==> src/rtl/fb_port_arbiter.sv <==
// Frame-buffer port arbiter: shares one single-port RAM between display reads,
// painter writes and a full-buffer clear sequencer, with fixed-priority grant.
module fb_port_arbiter #(
    parameter int AW    = 19,
    parameter int DW    = 12,
    parameter int DEPTH = 480000,
    parameter int SW    = 16
) (
    input  logic          pclk,
    input  logic          rstn,
    // display read port
    input  logic          rd_req,
    input  logic [AW-1:0] rd_addr,
    output logic [DW-1:0] rd_data,
    output logic          rd_valid,
    // painter write port
    input  logic          wr_valid,
    output logic          wr_ready,
    input  logic [AW-1:0] wr_addr,
    input  logic [DW-1:0] wr_data,
    // clear engine control
    input  logic          clr_start,
    input  logic [DW-1:0] clr_color,
    output logic          clr_busy,
    output logic          clr_done,
    // status
    output logic          err_oob,
    output logic [SW-1:0] stall_cnt,
    // RAM port
    output logic [AW-1:0] ram_addr,
    output logic          ram_we,
    output logic [DW-1:0] ram_wdata,
    input  logic [DW-1:0] ram_rdata
);

    typedef enum logic {
        ST_IDLE  = 1'b0,
        ST_CLEAR = 1'b1
    } state_t;

    localparam logic [AW:0]   C_DEPTH     = (AW+1)'(DEPTH);
    localparam logic [AW-1:0] C_LAST      = AW'(DEPTH - 1);
    localparam logic [SW-1:0] C_STALL_MAX = '1;

    state_t        r_state, w_state_next;
    logic [AW-1:0] r_clr_ptr, w_clr_ptr_next;
    logic [DW-1:0] r_clr_color, w_clr_color_next;
    logic          r_clr_done, w_clr_done_next;
    logic          r_rd_valid;
    logic          r_err_oob;
    logic [SW-1:0] r_stall_cnt;

    logic          w_gnt_rd;
    logic          w_gnt_clr;
    logic          w_gnt_wr;
    logic          w_wr_inrange;

    // Ready depends only on rd_req and state; grants are additionally masked
    // by reset so no RAM write can leak out while rstn is low.
    assign wr_ready     = !rd_req && (r_state == ST_IDLE);
    assign w_gnt_rd     = rstn && rd_req;
    assign w_gnt_clr    = rstn && !rd_req && (r_state == ST_CLEAR);
    assign w_gnt_wr     = rstn && wr_valid && wr_ready;
    assign w_wr_inrange = ({1'b0, wr_addr} < C_DEPTH);

    always_comb begin
        ram_addr  = '0;
        ram_we    = 1'b0;
        ram_wdata = '0;
        if (w_gnt_rd) begin
            ram_addr = rd_addr;
        end else if (w_gnt_clr) begin
            ram_addr  = r_clr_ptr;
            ram_we    = 1'b1;
            ram_wdata = r_clr_color;
        end else if (w_gnt_wr) begin
            // Out-of-range writes still complete the handshake but never hit RAM.
            ram_addr  = wr_addr;
            ram_we    = w_wr_inrange;
            ram_wdata = wr_data;
        end
    end

    always_comb begin
        w_state_next     = r_state;
        w_clr_ptr_next   = r_clr_ptr;
        w_clr_color_next = r_clr_color;
        w_clr_done_next  = 1'b0;
        case (r_state)
            ST_IDLE: begin
                if (clr_start) begin
                    w_state_next     = ST_CLEAR;
                    w_clr_ptr_next   = '0;
                    w_clr_color_next = clr_color;
                end
            end
            ST_CLEAR: begin
                if (!rd_req) begin
                    if (r_clr_ptr == C_LAST) begin
                        w_state_next    = ST_IDLE;
                        w_clr_ptr_next  = '0;
                        w_clr_done_next = 1'b1;
                    end else begin
                        w_clr_ptr_next = r_clr_ptr + AW'(1);
                    end
                end
            end
            default: w_state_next = ST_IDLE;
        endcase
    end

    always_ff @(posedge pclk) begin
        if (!rstn) begin
            r_state     <= ST_IDLE;
            r_clr_ptr   <= '0;
            r_clr_color <= '0;
            r_clr_done  <= 1'b0;
            r_rd_valid  <= 1'b0;
            r_err_oob   <= 1'b0;
            r_stall_cnt <= '0;
        end else begin
            r_state     <= w_state_next;
            r_clr_ptr   <= w_clr_ptr_next;
            r_clr_color <= w_clr_color_next;
            r_clr_done  <= w_clr_done_next;
            r_rd_valid  <= rd_req;
            if (w_gnt_wr && !w_wr_inrange) begin
                r_err_oob <= 1'b1;
            end
            if (wr_valid && !wr_ready && (r_stall_cnt != C_STALL_MAX)) begin
                r_stall_cnt <= r_stall_cnt + SW'(1);
            end
        end
    end

    assign rd_data   = ram_rdata;
    assign rd_valid  = r_rd_valid;
    assign clr_busy  = (r_state == ST_CLEAR);
    assign clr_done  = r_clr_done;
    assign err_oob   = r_err_oob;
    assign stall_cnt = r_stall_cnt;

endmodule
==> config.mk <==
export PLATFORM = sky130hd
export DESIGN_NAME = fb_port_arbiter
export DESIGN_NICKNAME = d
export VERILOG_FILES = /design/src/rtl/fb_port_arbiter.sv
export SDC_FILE = /design/constraint.sdc
export NUM_CORES = 1
export LEC_CHECK = 0
export ABC_AREA = 0
export CAP_MARGIN = 20
export CORE_MARGIN = 4
export CORE_UTILIZATION = 44
export CTS_CLUSTER_DIAMETER = 200
export DETAILED_ROUTE_END_ITERATION = 6
export GPL_TIMING_DRIVEN = 0
export PLACE_DENSITY = 0.95
export SLEW_MARGIN = 20
export SYNTH_ARGS = -nofsm -noshare
export SYNTH_HDL_FRONTEND = slang
export SYNTH_SLANG_ARGS = --single-unit
==> constraint.sdc <==
create_clock -name pclk -period 3.2 [get_ports pclk]
set_input_delay 0.64 -clock pclk [delete_from_list [all_inputs] [get_ports pclk]]
set_output_delay 0.64 -clock pclk [all_outputs]
set_load 0.02 [all_outputs]
# [Word level (Yosys, flattened, before mapping)]
# Index checks and enable logic that the tools add are counted.
[word_totals] out_inout_bits=65 ff_bits=51 inputBits=79
[op_classes] reduce_logical=15 mux=18 n_eq_ne=4 n_bitwise=2 add_sub_neg=2 magnitude_cmp=1
[ops] operator="two-way mux 19 bit" n=6
[ops] operator="one-hot mux 19 bit (2 select lines)" n=1
[ops] operator="two-way mux 12 bit" n=3
[ops] operator="adder 19 x 1 -> 19 bit, second input constant" n=1
[ops] operator="== test 19 bit, second input constant" n=1
[ops] operator="less-than comparator 19 bit, second input constant" n=1
[ops] operator="adder 16 x 1 -> 16 bit, second input constant" n=1
[ops] operator="inequality test 16 bit, second input constant" n=1
[ops] operator="logical AND 1 bit" n=9
[ops] operator="two-way mux 1 bit" n=7
[ops] operator="inequality test 2 bit, second input constant" n=2
[ops] operator="AND reduction 2 bit" n=2
[ops] operator="logical NOT 1 bit" n=3
[ops] operator="OR reduction 3 bit" n=1
[ops] operator="NOT 1 bit" n=2
[ops] operator="one-hot mux 1 bit (2 select lines)" n=1

# [Depth between registers and ports, before layout]
[logic_depth] depth_word=6 ltp_mapped=7

# [Least setup slack after synthesis]
# OpenSTA, ideal clock, no wires.
[synth_timing] kind="input port to output port" start="input port rd_req" end="output port ram_addr[15]" path_slack_ns=0.573 cell_stages=6 arrival_time_ns=1.987 t_required_ns=2.560 path_buffers=2 path_cell_list="nor2_1 and3_1 clkbuf_1 clkbuf_1 a22oi_1 o21ai_0"
[synth_via] elab_chain_len=6 word_cells_on_any_way=9
[synth_rtl] item="from (decl)" line="12" rtl="input logic rd_req,"
[synth_rtl] item="logical NOT 1 bit"
[synth_rtl] item="logical AND 1 bit" line="60" rtl="assign wr_ready = !rd_req && (r_state == ST_IDLE);"
[synth_rtl] item="logical AND 1 bit" line="63" rtl="assign w_gnt_wr = rstn && wr_valid && wr_ready;"
[synth_rtl] item="two-way mux 19 bit" line="76" rtl="end else if (w_gnt_wr) begin"
[synth_rtl] item="two-way mux 19 bit" line="72" rtl="end else if (w_gnt_clr) begin"
[synth_rtl] item="two-way mux 19 bit (*)" line="70" rtl="if (w_gnt_rd) begin"
[synth_rtl] item="to (decl)" line="30" rtl="output logic [AW-1:0] ram_addr,"
# Mark *: on every way between the ends. The rest lies on a longest branch, timed or not.

# [Worst setup path after layout]
[layout_timing] start="input port rd_req" end="output port ram_addr[7]"
# Same word-level chain as after synthesis.

==> impl_metrics.env <==
export IMPL_cp_slowest_stage_delay_ns=0.55
export IMPL_finalCriticalPeriod_ns=3.057
export IMPL_grt_overflow=0
export IMPL_coreArea_sq_um=6495
export IMPL_num_antenna_cells=0
export IMPL_worst_pin_slew_ns=0.6879
export IMPL_synth_edf_count=0
export IMPL_worst_r2r_path_depth=6
export IMPL_numClockSinks=51
export IMPL_drv_cap=0
export IMPL_synth_seq_area_share=0.3403
export IMPL_hold_violations=0
export IMPL_status="finished, final reports clean"
export IMPL_synth_ff_type="dfxtp_1"
export IMPL_grt_pass1_vias=3574
export IMPL_viasPerCell=5.946
export IMPL_grt_antenna_before_repair=0
export IMPL_drc_errors=0
export IMPL_p_leak_nw=1.901
export IMPL_first_pass_iters=7
export IMPL_initialDrtViolationCount=310
export IMPL_cp_slowest_cell="clkdlybuf4s50_1"
export IMPL_relSlewSlack=0.5389
export IMPL_hold_depth=2
export IMPL_row_count=29
export IMPL_wl_microns=10580
export IMPL_die_y_microns=90.58
export IMPL_holdCritPathClass="reg -> reg"
export IMPL_layout_drive_gt1_share=0.08868
export IMPL_synth_cell_area_sq_um=3000
export IMPL_clk_pin_slew_ns=0.09
export IMPL_synth_cell_types=52
export IMPL_powerDensity_nw_per_um2=312.5
export IMPL_grt_usage=0.2444
export IMPL_dpl_hpwl_microns=8016
export IMPL_cts_made_buffers=5
export IMPL_ios=144
export IMPL_finish_utilization=0.6999
export IMPL_clock_latency_ns=0.31
export IMPL_place_area_sq_um=4408
export IMPL_ys_ff_latch=51
export IMPL_grt_pass1_wl_microns=16800
export IMPL_synthCells=391
export IMPL_synth_nets=472
export IMPL_clock_fmax_ghz=0.3271
export IMPL_cts_root_buf="clkbuf_8"
export IMPL_startpoint_type="input pin"
export IMPL_nets=611
export IMPL_wl_per_cell_microns=17.42
export IMPL_rsz0062_at_grt="no"
export IMPL_routed_via_count=3609
export IMPL_dp_cells=599
export IMPL_cts_tree="yes"
export IMPL_ir_drop_uv=272.7
export IMPL_initial_core_util=0.4620
export IMPL_setup_slack_ns=0.1429
export IMPL_worstReg2RegStart="r_clr_ptr[0]"
export IMPL_crit_chain="clkdlybuf4s50_1 -> nor2b_1 -> buf_4 -> nand2_4 -> clkbuf_1 -> o21ai_0 -> dlygate4sd2_1"
export IMPL_critPathRequiredTime_ns=2.56
export IMPL_critical_path_class="in -> out"
export IMPL_fill_cells=486
export IMPL_hold_path_startpoint="r_clr_color[9]"
export IMPL_hold_buffers=0
export IMPL_async_reset_ff_frac=0
export IMPL_instances_no_fill=607
export IMPL_syn_avg_cell_area_sq_um=7.674
export IMPL_h_tree_depth=2
export IMPL_port_buffers=131
export IMPL_regToRegEndpoint="r_clr_ptr[14]"
export IMPL_gp_congestion=0.9095
export IMPL_fin_area_sq_um=4546
export IMPL_hold_path_end="r_clr_color[9]"
export IMPL_period_share=0.9553
export IMPL_antenna_left=0
export IMPL_setup_viol=0
export IMPL_die_x_microns=90.58
export IMPL_fin_worst_skew_ns=0.007140
export IMPL_critical_path_buf_inv_count=4
export IMPL_cp_data_arrival_time_ns=2.42
export IMPL_end_kind="primary output"
export IMPL_die_area_sq_um=8204
export IMPL_ys_warn_count=0
export IMPL_slew_violations=0
export IMPL_reg2reg_slack_ns=1.19
export IMPL_cts_buffer_depth=2
export IMPL_crit_family="buffers and inverters"
export IMPL_whs_ns=0.4647
export IMPL_area_growth_pct=51.50
export IMPL_cp_max_fo=10
export IMPL_post_place_ws_ns=-0.5952
export IMPL_grt_max_degree=16
## how the worst max path moves through the flow
stage,to,slack (ns),from,depth (start not counted)
after floorplan,ram_addr[15],0.57,rd_req,6
after global placement,ram_addr[15],-0.56,rstn,7
after detailed placement,ram_addr[17],-0.60,rstn,7
after CTS,ram_wdata[7],0.003,rd_req,6
after global routing,ram_addr[8],0.04,rd_req,7
final,ram_addr[7],0.14,rd_req,7
## state kept, by name, summed over array words and instances, names as in the netlist
name and flops:
clr_busy 1, rd_valid 1, r_clr_ptr 19, stall_cnt 16, r_clr_color 12, clr_done 1, err_oob 1
## tightest hold or removal path, delay by kind of cell, from the launching register on
family           cells  cell delay [ns]
flip-flops           1             0.32
AO/OA/AOI/OAI        1             0.05
AND/OR/NAND/NOR      1             0.05
## cells in the final DEF (no fill, tap or decap), types with 8 or more instances in the layout
cell type,Yosys,final
clkdlybuf4s50_1,0,98
nand2_1,70,70
dfxtp_1,51,51
nor2_1,31,31
dlygate4sd2_1,0,25
o21ai_0,22,22
a21oi_1,20,20
a22oi_1,19,19
nand3_1,19,19
buf_4,13,15
a22o_1,14,14
xnor2_1,11,11
nor3_1,10,10
inv_1,9,9
nor4_1,9,9
nand4_1,8,8
dlymetal6s2s_1,0,8
## power breakdown
part,switching (mW),internal (mW)
sequential,0.0121,0.648
combinational,0.147,0.160
clock,0.225,0.229
## stage by stage
step           TNS, ns  total power, mW
2_1_floorplan        0           0.8077
3_3_place_gp    -15.42           0.9778
3_5_place_dp    -16.06           0.9847
4_1_cts              0            1.410
5_1_grt              0            1.462
6_report             0            1.420
## synthesized netlist by cell type, drive strengths merged (2+ instances only)
| master | instances | area share |
|---|---|---|
| a21o | 6 | 0.018 |
| dfxtp | 51 | 0.34 |
| a31oi | 4 | 0.0083 |
| clkbuf | 15 | 0.019 |
| nand4 | 9 | 0.024 |
| a211o | 2 | 0.0058 |
| and3 | 7 | 0.015 |
| buf | 16 | 0.042 |
| nand4b | 2 | 0.0058 |
| a21oi | 21 | 0.036 |
| and2 | 2 | 0.0042 |
| or3 | 7 | 0.015 |
| nor2b | 2 | 0.0042 |
| and4 | 3 | 0.0092 |
| nor4 | 12 | 0.037 |
| ha | 2 | 0.0083 |
| o21a | 2 | 0.0050 |
| a22oi | 19 | 0.048 |
| o21ai | 24 | 0.040 |
| nor3 | 12 | 0.023 |
| nand2 | 71 | 0.091 |
| o31ai | 2 | 0.0050 |
| nor2 | 32 | 0.041 |
| nand3 | 19 | 0.032 |
| xnor2 | 11 | 0.032 |
| nand2b | 3 | 0.0063 |
| a22o | 14 | 0.041 |
| inv | 9 | 0.011 |
## per-layer routing
| metal | GRT usage | wire length, microns | part of all wire | vias to the layer above |
|---|---|---|---|---|
| li1 | - | - | - | 1681 |
| met1 | 0.2637 | 3802 | 0.36 | 1695 |
| met2 | 0.4595 | 5597 | 0.53 | 195 |
| met3 | 0.05250 | 814 | 0.077 | 38 |
| met4 | 0.09439 | 361 | 0.034 | 0 |
| met5 | 0 | 0 | 0 | - |
## what timing repair did
| action | 4_1_cts | 5_1_grt |
|---|---|---|
| endpoints found under the setup margin | 32 | 8 |
| buffers inserted | 2 | 0 |
| pin swaps | 1 | 0 |
| gates resized for setup | 40 | 9 |
## kinds of logic (layout without fill, tap and decap cells)
kind of cell | Yosys count | in the layout | share of synthesized area
simple gates | 187 | 187 | 0.3236
flops | 51 | 51 | 0.3403
buf+inv | 40 | 179 | 0.07172
xor+xnor | 11 | 11 | 0.03211
fa+ha+maj | 2 | 2 | 0.008339
compound gates | 100 | 100 | 0.2239
## final cells by class
class	instances	area, sq um	share of cell area
clock buffers	5	68.82	0.01514
repair buffers	133	1315	0.2893
clock inverters	2	37.54	0.008258
well taps	77	96.34	0.02119
flip-flops and latches	51	1021	0.2246
inverters	9	33.78	0.007432
multi-input cells	300	1777	0.3909
plain buffers	30	196.4	0.04321
(Power assumes the default switching activity.)
